[src/rtl/uart_rx_fifo.sv]
// Receive-side FWFT byte FIFO behind the UART receiver with overrun and framing-error status.
// Optional line-silence detector enabled by defining UART_RX_FIFO_IDLE_EN.
module uart_rx_fifo #(
    parameter int AddrWidth   = 4,
    parameter int ErrCntWidth = 8,
    parameter int IdleCycles  = 1024
) (
    input  logic                   ref_clk,
    input  logic                   reset,
    input  logic                   clear,
    input  logic [0:7]             rx_data,
    input  logic                   rx_ready,
    input  logic                   rx_err,
    output logic [0:7]             dout,
    output logic                   dout_valid,
    input  logic                   dout_ready,
    output logic [AddrWidth:0]     count,
    output logic                   full,
    output logic                   overrun,
    output logic [ErrCntWidth-1:0] err_cnt,
    output logic                   idle
);

    localparam int Depth = 2 ** AddrWidth;
    localparam logic [AddrWidth:0] FullCount = {1'b1, {AddrWidth{1'b0}}};

    logic [0:7]           mem [Depth];
    logic [AddrWidth-1:0] wr_ptr;
    logic [AddrWidth-1:0] rd_ptr;
    logic [AddrWidth-1:0] rd_next;
    logic                 push;
    logic                 pop;

    assign dout_valid = (count != '0);
    assign full       = (count == FullCount);
    assign pop        = dout_valid & dout_ready;
    assign push       = rx_ready & (~full | pop);
    assign rd_next    = pop ? rd_ptr + 1'b1 : rd_ptr;

    always_ff @(posedge ref_clk) begin
        if (push && !clear) begin
            mem[wr_ptr] <= rx_data;
        end
    end

    always_ff @(posedge ref_clk or negedge reset) begin
        if (!reset) begin
            wr_ptr  <= '0;
            rd_ptr  <= '0;
            count   <= '0;
            overrun <= 1'b0;
            err_cnt <= '0;
            dout    <= 8'h00;
        end else if (clear) begin
            wr_ptr  <= '0;
            rd_ptr  <= '0;
            count   <= '0;
            overrun <= 1'b0;
            err_cnt <= '0;
            dout    <= 8'h00;
        end else begin
            if (push) begin
                wr_ptr <= wr_ptr + 1'b1;
            end
            rd_ptr <= rd_next;
            if (push && !pop) begin
                count <= count + 1'b1;
            end else if (pop && !push) begin
                count <= count - 1'b1;
            end
            if (rx_ready && full && !pop) begin
                overrun <= 1'b1;
            end
            if (rx_err && (err_cnt != '1)) begin
                err_cnt <= err_cnt + 1'b1;
            end
            // A write landing on the next head slot bypasses the memory so dout is never stale.
            dout <= (push && (wr_ptr == rd_next)) ? rx_data : mem[rd_next];
        end
    end

`ifdef UART_RX_FIFO_IDLE_EN
    localparam int IdleW = $clog2(IdleCycles + 1);
    localparam logic [IdleW-1:0] IdleMax = IdleW'(IdleCycles);

    logic [IdleW-1:0] idle_cnt;

    always_ff @(posedge ref_clk or negedge reset) begin
        if (!reset) begin
            idle_cnt <= '0;
        end else if (clear || push) begin
            idle_cnt <= '0;
        end else if (dout_valid && (idle_cnt != IdleMax)) begin
            idle_cnt <= idle_cnt + 1'b1;
        end
    end

    assign idle = dout_valid && (idle_cnt == IdleMax);
`else
    // Without the silence timer idle is constant low.
    assign idle = 1'b0 && (IdleCycles > 0);
`endif

endmodule

[config.mk]
export PLATFORM = sky130hd
export DESIGN_NAME = uart_rx_fifo
export DESIGN_NICKNAME = d
export VERILOG_FILES = /design/src/rtl/uart_rx_fifo.sv
export SDC_FILE = /design/constraint.sdc
export NUM_CORES = 1
export LEC_CHECK = 0
export BUFFER_PORTS_ARGS = -buffer_cell sky130_fd_sc_hd__buf_2
export CAP_MARGIN = 20
export CORE_AREA = 10 10 132 134
export CTS_BUF_LIST = sky130_fd_sc_hd__clkbuf_4 sky130_fd_sc_hd__clkbuf_8 sky130_fd_sc_hd__clkbuf_16
export DETAILED_ROUTE_END_ITERATION = 10
export DIE_AREA = 0 0 142 144
export PLACE_DENSITY = 0.72
export SETUP_SLACK_MARGIN = 0.2
export SLEW_MARGIN = 20
export SYNTH_ARGS = -nofsm -noshare
export SYNTH_HDL_FRONTEND = slang
export SYNTH_SLANG_ARGS = --single-unit
[constraint.sdc]
create_clock -name ref_clk -period 6.8 [get_ports ref_clk]
set_input_delay 1.36 -clock ref_clk [delete_from_list [all_inputs] [get_ports ref_clk]]
set_output_delay 1.36 -clock ref_clk [all_outputs]
set_load 0.02 [all_outputs]
Word-level counts from Yosys, hierarchy flattened
Memory sizes are Yosys's and may differ from the RTL's.
Cells that the tools add are included.
- register bits after elaboration: 30
- bits in writable memories: 128
- input port bits: 14
- output and inout bits: 25
- logic and storage cells: 49
- memories: 1
- add/subtract/negate cells: 5
- equality and inequality tests: 3
- muxes and demuxes: 15
- bitwise operators: 4
- reductions and logical operators: 15
- memory list (memory ; words ; bits a word ; read ports ; clocked after memory_dff ; write ports ; line ; RTL):
    mem ; 16 ; 8 ; 1 ; 0 ; 1 ; 27 ; logic [0:7] mem [Depth];
- operators by type and width (kind ; count):
    $mux 8 ; 4
    $mux 4 ; 4
    $mux 5 ; 3
    $add 4x1->4 const B ; 2
    $add 8x1->8 const B ; 1
    $ne 8x8->1 const B ; 1
    $logic_and 1x1->1 ; 7
    $reduce_bool 2->1 ; 3
    $add 5x1->5 const B ; 1
    $eq 5x5->1 const B ; 1
    $reduce_bool 5->1 ; 1
    $sub 5x1->5 const B ; 1
    $eq 4x4->1 ; 1
    $mux 1 ; 4
    $logic_not 1->1 ; 3
    $reduce_bool 3->1 ; 1
    $and 1x1->1 ; 2
    $not 1->1 ; 1
    $or 1x1->1 ; 1

Longest topological paths before layout
Gate-level depths: netlist of the first run.
- word-level depth: 9
- depth in mapped cells: 12
- depth with buffers taken out: 11

Worst setup path after synthesis of the first run
No wires, ideal clock.
- kind: input to register
- start point: input dout_ready
- end point: register count[4]
- library setup time: 0.078 ns
- arrival time: 3.700 ns
- required time: 6.722 ns
- setup slack: 3.022 ns
- stages: 10
- buffers on the path: 1
- path through: clkbuf_1 > inv_1 > a21boi_1 > nand2_1 > fa_1 > a21o_1 > a21oi_1 > a31oi_1 > or2_2 > a21oi_1
- longest elaborated chain between the ends: 6
- elaborated cells on any way between the ends: 10
- those cells by class: 2 x mux; 3 x bitwise; 5 x reduce/logical
- ends and longest elaborated chain (item ; line ; RTL):
    from (decl) ; 16 ; input logic dout_ready,
    $and 1x1->1 * ; 36 ; assign pop = dout_valid & dout_ready;
    $or 1x1->1 ; 37 ; assign push = rx_ready & (~full | pop);
    $and 1x1->1 ; 37 ;
    $logic_and 1x1->1 or $logic_not 1->1 (tied branches) ; 66, 68 ;
    $mux 5 or $logic_and 1x1->1 (tied branches) ; 66, 68 ;
    $mux 5 or $reduce_bool 3->1 (tied branches) ; n/a ;
    to (signal assigned) ; 67 ; count <= count + 1'b1;
    to (signal assigned) ; 69 ; count <= count - 1'b1;
    to (decl) ; 17 ; output logic [AddrWidth:0] count,
Mark *: on every way between the ends. The rest lies on a longest branch, timed or not.
A chain may end at the register's enable or synchronous reset.

Worst setup path after layout of the first run
Ends and elaborated chain as after synthesis.

==> out/qor.txt, run 1 <==
run status = completed
main combinational cell family by area after synthesis = multiplexers
largest net degree at the start of global routing = 66
WL/cell = 23.11 um
leakage = 3.169 nW
final worst-path cycle share = 0.5440
Iteration-0 DRC Markers = 395
die area = 0.02045 mm2
relative slew slack = 0.2762
Num CTS Buffers = 17
Synth Area in Simple Gates = 0.1027
share of the yosys chip area belonging to registers = 0.5712
FILL cells = 1,120
post-synthesis xor/xnor area fraction = 0.02069
clock sinks = 158
vias after detailed routing = 4,829
Startpoint Class = primary input
Mapped Cells = 533
Synth top area share = 0.4778
ANT nets after route = 0
Worst-Margin Slew = 1.082 ns
Core ar. = 0.01486 mm2
Final min period = 3.699 ns
Max VDD drop = 0.2146 mV
clock-pin slew on the worst setup and hold paths = 0.06 ns
GRT Total Usage = 0.1794
vias per std cell = 6.371
I/O pin cnt = 39
initial core utilization = 0.5412
Worst-Skew Late Latency = 0.43 ns
Post-Syn Area = 0.008044 mm2
Worst Path Arrival = 4.05 ns
Row Count = 45
post-DP HPWL = 11,440 um
Sequential Area = 0.004598 mm2
Multi-input gate area = 0.003178 mm2
Synth Area in Compound Gates = 0.05584
pwr dens = 345.4 mW/mm2
Layout Skew = 0.006997 ns
Fmax = 270.3 MHz
Die X = 142 um
number of synthesized flops with an enable pin = 128
Area Growth Syn to Fin = 10.81%
synth warn = 0
Total Routed Length = 17,520 um
Final Cell Area = 0.008914 mm2
post-synth top area cell = edfxtp_1
RSZ-0062 raised after global routing = false
final count of hold timing violations = 0
Hold WS = 0.5067 ns
global-route wire length before repair = 27,740 um
first drt pass iteration count = 5
Crit. End Element = flop
post-CTS setup buffers = 0
post-synthesis mux area share = 0.1971
largest cells by area after synthesis = edfxtp_1 (48%), mux4_2 (18%), dfrtp_1 (9.3%), nor2_1 (2.1%), ha_1 (1.6%)
Post-Place Setup Slack = 2.728 ns
RePlAce Congestion = 0.8943
share of cells above drive strength 1 = 0.2719
die extent in y = 144 um
final setup fails = 0
final worst slack = 3.101 ns
dpl cell area = 0.008298 mm2
Adder-Cell Fraction of Synth Area = 0.01804
global route total overflow = 0
CP required = 7.15 ns
Clock Tree Buf Depth = 2
vias in the first global route = 4,944
post-CTS resize count = 0
input/output buffers = 37
critical path class = in -> reg
CTS tree = done
Nets = 582
hold crit path type = reg -> reg
setup tns final = 0 ns
Netlist cell types = 58
Util after Layout = 0.5997
Root Driver = clkbuf_16
Residual DRC = 0
initial antenna violation count = 0
share of async-settable or async-resettable flops after synthesis = 0.1899
number of H-tree levels = 4
syn_area_per_cell = 15.09 um2
Primary FF master, synth = edfxtp_1
ANT cells = 0
Final Max Tran Viols = 0
crit-path max FO = 13
net count after synthesis = 558
Max Cap Violations = 0
synthesized flop and latch total = 158
post-cts hold buffer count = 0
-- final timing paths --
check,from,to,slack (ns),cells after the start
worst max register to register,rd_ptr[1],dout[3],3.24,9
worst max-delay path,dout_ready,count[4],3.10,10
min in group asynchronous,reset,overrun,0.99,1
worst min-delay path,overrun,overrun,0.51,2
worst min register to register,overrun,overrun,0.51,2
max in group asynchronous,reset,rd_ptr[0],5.28,1
-- synth_stat cells, types with 6 or more instances --
| cell | number |
|---|---|
| o21ai_0 | 13 |
| nand3_1 | 7 |
| mux4_2 | 64 |
| xnor2_1 | 10 |
| o22ai_1 | 9 |
| xor2_1 | 9 |
| nand2b_1 | 7 |
| nor2b_1 | 19 |
| mux2i_1 | 11 |
| dfrtp_1 | 30 |
| buf_2 | 6 |
| a21oi_1 | 8 |
| inv_1 | 21 |
| or4_1 | 8 |
| and2b_4 | 7 |
| and2b_1 | 8 |
| nor2_1 | 44 |
| or3_1 | 9 |
| edfxtp_1 | 128 |
| buf_1 | 6 |
| ha_1 | 10 |
| a32o_1 | 8 |
| nand2_1 | 22 |
| clkbuf_1 | 16 |
-- metal layers --
metal | GRT usage | vias up | wire length, um
met3 | 0.03739 | 24 | 1291
met1 | 0.2283 | 2483 | 6828
met5 | 0 | - | 0
met2 | 0.2975 | 204 | 9059
met4 | 0.06563 | 0 | 340
li1 | - | 2118 | -
-- cells by family after synthesis --
family / Yosys count
AND/OR/NAND/NOR: 150
multiplexers: 78
other: 1
flip-flops: 158
XOR/XNOR: 19
adder cells (fa/ha/maj): 11
buffers and inverters: 56
AO/OA/AOI/OAI: 60
-- critical path, stage by stage --
cell	delay, ns
buf_2	0.21
inv_1	0.12
a21boi_1	0.55
nand2_1	0.32
fa_1	0.49
a21o_1	0.19
a21oi_1	0.28
a31oi_1	0.12
or2_2	0.29
a21oi_1	0.13
-- cells in the final DEF (no fill, tap or decap), types with 3 or more instances in the layout --
cell,count
edfxtp_1,128
mux4_2,64
nor2_1,44
buf_2,37
dfrtp_1,29
nand2_1,22
inv_1,21
nor2b_1,19
clkbuf_16,18
o21ai_0,13
mux2i_1,11
xnor2_1,10
xor2_1,9
o22ai_1,9
or3_1,9
ha_1,9
a21oi_1,8
or4_1,8
and2b_1,8
a32o_1,8
nand2b_1,7
and2b_4,7
nand3_1,7
clkbuf_4,5
nor4_1,3
nor3_1,3
a31oi_1,3
mux2_2,3
nand4_1,3
clkinv_2,3
clkbuf_8,3
-- registers in the layout (all words and copies together) (netlist names) --
| register | count |
|---|---|
| err_cnt | 8 |
| mem | 128 |
| count | 5 |
| wr_ptr | 4 |
| dout | 8 |
| rd_ptr | 4 |
| overrun | 1 |
-- layout make-up --
cell class | instances | area share
Clock inverter | 6 | 0.009264
Inverter | 21 | 0.008843
Clock buffer | 26 | 0.05938
Multi-Input combinational cell | 319 | 0.3565
Sequential cell | 158 | 0.5159
Timing Repair Buffer | 40 | 0.02372
Tap cell | 188 | 0.02639
-- power breakdown --
group          leakage [nW]  internal, mW  switching (mW)  total [mW]
clock network         0.307         0.610           0.358       0.968
logic                  1.31         0.469           0.484       0.953
registers              1.55          1.10          0.0600        1.16
-- per-stage QoR --
step	total power, mW	std cells
2_1_floorplan	1.913	533
3_3_place_gp	2.117	726
3_5_place_dp	2.138	726
4_1_cts	3.102	758
5_1_grt	3.232	758
6_report	3.079	758
Note: power is estimated with default switching activity, not from simulation.
==> run 2: changes to the inputs <==
==> constraint.sdc (replaced) <==
create_clock -name ref_clk -period 3.5 [get_ports ref_clk]
set_input_delay 0.7 -clock ref_clk [delete_from_list [all_inputs] [get_ports ref_clk]]
set_output_delay 0.7 -clock ref_clk [all_outputs]
set_load 0.02 [all_outputs]
==> run 2 against run 1 <==
Against the previous run: clock-buffer cell count shrank 4; die area is the same; clock skew grew 0.0020 ns; worst hold slack lost 0.18 ns; worst setup slack lost 2.7 ns; critical path type is now reg -> reg; critical endpoint unchanged.
==> out/qor.txt, run 2 (synthesis results as in run 1) <==
Util after Layout = 0.6127 (+0.01305)
Iteration-0 DRC Markers = 500 (+27%)
CTS tree = done
leakage = 3.293 nW (+3.9%)
post-cts hold buffer count = 0 (unchanged)
vias per std cell = 6.364 (-0.11%)
final worst-path cycle share = 0.8734
r2r worst-path depth = 10 (+1)
r2r setup slk = 0.44 ns (-2.80 ns)
Root Driver = clkbuf_16
setup tns final = 0 ns (unchanged)
RSZ-0062 raised after global routing = false
share of cells above drive strength 1 = 0.3025 (+0.03059)
first drt pass iteration count = 4 (-1)
Clock Tree Buf Depth = 2 (unchanged)
CP Cell Sequence = nor4_1 > nand2b_1 > nand2_1 > nand2_1 > fa_1 > a21o_1 > a21oi_1 > a31oi_1 > or2_2 > a21oi_1
final count of hold timing violations = 0 (unchanged)
Final Max Tran Viols = 0 (unchanged)
Layout Skew = 0.008991 ns (+0.001994 ns)
die extent in y = 144 um (unchanged)
most common cell after layout, fill and taps aside = edfxtp_1
Row Count = 45 (unchanged)
clock-pin slew on the worst setup and hold paths = 0.06 ns (about the same)
global route total overflow = 0 (unchanged)
die area = 0.02045 mm2 (unchanged)
Worst-Skew Late Latency = 0.43 ns (about the same)
GRT Total Usage = 0.1928 (+0.01336)
input/output buffers = 37 (unchanged)
crit-path max FO = 7 (-6)
vias after detailed routing = 4,983 (+3.2%)
relative slew slack = 0.4014 (+0.1253)
WL/cell = 24.12 um (+4.4%)
Num CTS Buffers = 17 (unchanged)
Total Routed Length = 18,890 um (+7.8%)
most frequent cells in the layout = edfxtp_1 (128), mux4_2 (64), nor2_1 (44)
CP required = 3.85 ns (-3.30 ns)
largest net degree at the start of global routing = 48 (-27%)
post-CTS setup buffers = 0 (unchanged)
hold crit path type = in -> async
RePlAce Congestion = 0.8737 (-2.3%)
worst r2r dst = count[4]
initial core utilization = 0.5412 (unchanged)
final worst slack = 0.4431 ns (-2.658 ns)
CP peak stage delay = 0.57 ns (+0.02 ns)
global-route wire length before repair = 29,410 um (+6.0%)
ANT cells = 0 (unchanged)
Core ar. = 0.01486 mm2 (unchanged)
Startpoint Class = flop
Crit-path slowest cell = nor4_1
ANT nets after route = 0 (unchanged)
pwr dens = 662.8 mW/mm2 (+92%)
number of H-tree levels = 4 (unchanged)
Residual DRC = 0 (unchanged)
Worst Path Arrival = 3.41 ns (-0.64 ns)
initial antenna violation count = 0 (unchanged)
max reg flops = 128 (unchanged)
Worst-Margin Slew = 0.8945 ns (-0.1872 ns)
post-CTS resize count = 0 (unchanged)
Max Cap Violations = 0 (unchanged)
Regs by FF count = mem (128), dout (8), err_cnt (8)
post-DP HPWL = 12,180 um (+6.5%)
final setup fails = 0 (unchanged)
total power = 6.037 mW (+96%)
run status = completed
Crit. End Element = flop
Fmax = 327.1 MHz
Die X = 142 um (unchanged)
vias in the first global route = 5,128 (+3.7%)
critical path class = reg -> reg
Max VDD drop = 0.4590 mV (+110%)
reg2reg start = count[0]
Area Growth Syn to Fin = 13.22%
Nets = 607 (+4.3%)
Post-Place Setup Slack = 0.4903 ns (-2.238 ns)
I/O pin cnt = 39 (unchanged)
Largest Register = mem
clock sinks = 158 (unchanged)
Final min period = 3.057 ns
[run 2: worst max-delay path by stage]
stage | start | end | cells past startpoint
final | count[0] | count[4] | 10
after global routing | count[0] | count[4] | 10
after CTS | count[0] | count[4] | 10
after detailed placement | count[0] | count[4] | 10
after global placement | count[1] | dout[5] | 6
after floorplan | count[1] | count[4] | 11
[run 2: per-layer routing]
layer | wire [um] | vias to the layer above | track usage
met4 | 618 | 0 | 0.08499
met2 | 9503 | 222 | 0.3143
li1 | - | 2179 | -
met3 | 1718 | 40 | 0.04985
met5 | 0 | - | 0
met1 | 7047 | 2542 | 0.2378
[run 2: report_power, final]
| part | leakage (nW) | total [mW] | switching (mW) | internal [mW] |
|---|---|---|---|---|
| logic | 1.45 | 1.91 | 0.964 | 0.944 |
| registers | 1.55 | 2.24 | 0.108 | 2.13 |
| clock network | 0.295 | 1.89 | 0.756 | 1.13 |
[run 2: worst max-delay path, delay by kind of cell (launching register included)]
kind,cells,cell delay (ns)
and+or+nand+nor,5,1.30
DFF,1,0.47
adders and majority gates,1,0.44
AOI/OAI and AO/OA,4,0.76
[run 2: area by class of cell]
| type | instances | area (um2) |
|---|---|---|
| Clock buffer | 22 | 481.7 |
| Tap cell | 188 | 235.2 |
| Inverter | 21 | 78.83 |
| Clock inverter | 10 | 127.6 |
| Timing Repair Buffer | 65 | 407.9 |
| Fill cell | 1080 | 5757 |
| Multi-Input combinational cell | 319 | 3178 |
| Sequential cell | 158 | 4598 |
[run 2: through the flow]
step	area [um2]	std cells	hold slack, ns
5_1_grt	9107	783	0.3774
4_1_cts	9107	783	0.3378
3_3_place_gp	8498	751	0.4832
6_report	9107	783	0.3246
2_1_floorplan	8044	533	0.4044
3_5_place_dp	8498	751	0.5114
==> run 3: changes to the inputs <==
==> constraint.sdc (replaced) <==
create_clock -name ref_clk -period 3.5 [get_ports ref_clk]
set_input_delay 0.525 -clock ref_clk [delete_from_list [all_inputs] [get_ports ref_clk]]
set_output_delay 0.525 -clock ref_clk [all_outputs]
set_load 0.02 [all_outputs]
==> run 3 against run 2 <==
Against the previous run: global-route usage rose by 0.18 points; worst hold slack worse by 0.16 ns; clock power about the same; critical path depth is 3 lower; flip-flop and latch count unchanged; critical endpoint is now dout[1]; highest routed layer unchanged.
==> out/qor.txt, run 3 (synthesis results as in run 1) <==
Largest Register = mem
Row Count = 45 (unchanged)
share of cells above drive strength 1 = 0.3049 (+0.002337)
crit-path max FO = 10 (+3)
first drt pass iteration count = 5 (+1)
number of H-tree levels = 4 (unchanged)
global-route wire length before repair = 30,080 um (+2.3%)
Final min period = 3.092 ns (+0.03517 ns)
Util after Layout = 0.6125 (about the same)
vias after detailed routing = 5,052 (+1.4%)
Crit. End Element = flop
ANT nets after route = 0 (unchanged)
Residual DRC = 0 (unchanged)
CP Cell Sequence = or4_4 > o21ai_0 > mux2_2 > nor4b_1 > nor2b_1 > buf_4 > a32o_1
Iteration-0 DRC Markers = 487 (-2.6%)
Core ar. = 0.01486 mm2 (unchanged)
CP required = 3.85 ns (about the same)
most common cell after layout, fill and taps aside = edfxtp_1
largest net degree at the start of global routing = 37 (-23%)
Fmax = 323.4 MHz (-1.1%)
setup tns final = 0 ns (unchanged)
Regs by FF count = mem (128), dout (8), err_cnt (8)
run status = completed
Total Routed Length = 19,130 um (+1.3%)
post-cts hold buffer count = 0 (unchanged)
vias in the first global route = 5,161 (+0.64%)
Worst-Margin Slew = 0.8110 ns (-0.08357 ns)
post-CTS resize count = 0 (unchanged)
WL/cell = 24.36 um (+1.0%)
Post-Place Cells = 753 (+0.27%)
met2 WL = 9014 um (-5.1%)
die extent in y = 144 um (unchanged)
initial antenna violation count = 0 (unchanged)
met3 wire len = 1817 um (+5.8%)
RSZ-0062 raised after global routing = false
final worst-path cycle share = 0.8834 (+0.01005)
dpl cell area = 0.008513 mm2 (+0.18%)
critical path class = reg -> reg
DR top layer = met4
max reg flops = 128 (unchanged)
I/O pin cnt = 39 (unchanged)
clock-pin slew on the worst setup and hold paths = 0.07 ns (about the same)
relative slew slack = 0.4574 (+0.05592)
most frequent cells in the layout = edfxtp_1 (128), mux4_2 (64), nor2_1 (44)
clock sinks = 158 (unchanged)
Worst Path Arrival = 3.44 ns (+0.03 ns)
Die X = 142 um (unchanged)
Max VDD drop = 0.4272 mV (-6.9%)
global route total overflow = 0 (unchanged)
CTS tree = done
RePlAce Congestion = 0.9098 (+4.1%)
final setup fails = 0 (unchanged)
Num CTS Buffers = 17 (unchanged)
hold crit path type = in -> async
Nets = 609 (+0.33%)
Root Driver = clkbuf_16
leakage = 3.292 nW (about the same)
initial core utilization = 0.5412 (unchanged)
Startpoint Class = flop
ANT cells = 0 (unchanged)
post-DP HPWL = 12,600 um (+3.4%)
Area Growth Syn to Fin = 13.19% (about the same)
post-CTS setup buffers = 0 (unchanged)
input/output buffers = 37 (unchanged)
CP peak stage delay = 0.65 ns (+0.08 ns)
Clock Tree Buf Depth = 2 (unchanged)
Crit-path slowest cell = or4_4
die area = 0.02045 mm2 (unchanged)
Final Cell Area = 0.009105 mm2 (about the same)
M1 WL = 7687 um (+9.1%)
final count of hold timing violations = 0 (unchanged)
vias per std cell = 6.436 (+1.1%)
GRT Total Usage = 0.1946 (+0.001790)
Final Max Tran Viols = 0 (unchanged)
Worst-Skew Late Latency = 0.43 ns (about the same)
Max Cap Violations = 0 (unchanged)
Layout Skew = 0.008224 ns (-0.0007668 ns)
FILL cells = 1,116 (+3.3%)
Final Non-Filler Cells = 785 (+0.26%)
pwr dens = 663.0 mW/mm2 (about the same)
==> run 3: cell count changes in the layout (fill, tap and decap cells not counted), sizes merged <==
| cell | delta |
|---|---|
| clkbuf | -4 |
| buf | +2 |
| clkinvlp | +1 |
| clkinv | +3 |
==> run 3: cell type report <==
class / instances / area, um2 / area share
Clock buffer: 18 / 432.9 / 0.04755
Clock inverter: 14 / 158.9 / 0.01745
Inverter: 21 / 78.83 / 0.008657
Multi-Input combinational cell: 319 / 3178 / 0.3490
Sequential cell: 158 / 4598 / 0.5050
Tap cell: 188 / 235.2 / 0.02583
Timing Repair Buffer: 67 / 422.9 / 0.04645
==> run 3: layer usage <==
layer | track usage | vias to the layer above
li1 | - | 2175
met1 | 0.2511 | 2588
met2 | 0.3019 | 249
met3 | 0.06133 | 40
met4 | 0.07423 | 0
met5 | 0 | -
==> run 3: path summary, 6_finish.rpt <==
kind | from | end | slack [ns] | cells past startpoint
max | count[1] | dout[1] | 0.41 | 7
min | reset | dout[0] | 0.16 | 1
max reg2reg | count[1] | dout[1] | 0.41 | 7
min reg2reg | overrun | overrun | 0.54 | 2
max in group asynchronous | reset | rd_ptr[0] | 2.80 | 1
min in group ref_clk | rx_data[5] | mem[8][2] | 0.49 | 1
==> run 3: power by group <==
| group | switching (mW) | internal [mW] | total, mW |
|---|---|---|---|
| Combinational | 0.970 | 0.964 | 1.93 |
| Sequential | 0.115 | 2.13 | 2.25 |
| Clock | 0.785 | 1.07 | 1.86 |
| Total | 1.87 | 4.17 | 6.04 |
==> run 3: worst max-delay path, delay by kind of cell (launching register included) <==
family / cells / cell delay, ns
multiplexers: 1 / 0.38
AO/OA/AOI/OAI: 2 / 0.47
AND/OR/NAND/NOR: 3 / 1.49
flip-flops: 1 / 0.45
buffers and inverters: 1 / 0.24
==> run 3: through the flow <==
step	setup WS, ns	hold slack (ns)	total power [mW]
2_1_floorplan	0.2632	0.2294	3.716
3_3_place_gp	0.5446	0.4774	4.180
3_5_place_dp	0.4735	0.5250	4.222
4_1_cts	0.4364	0.1774	6.074
5_1_grt	0.2512	0.2072	6.319
6_report	0.4080	0.1602	6.036
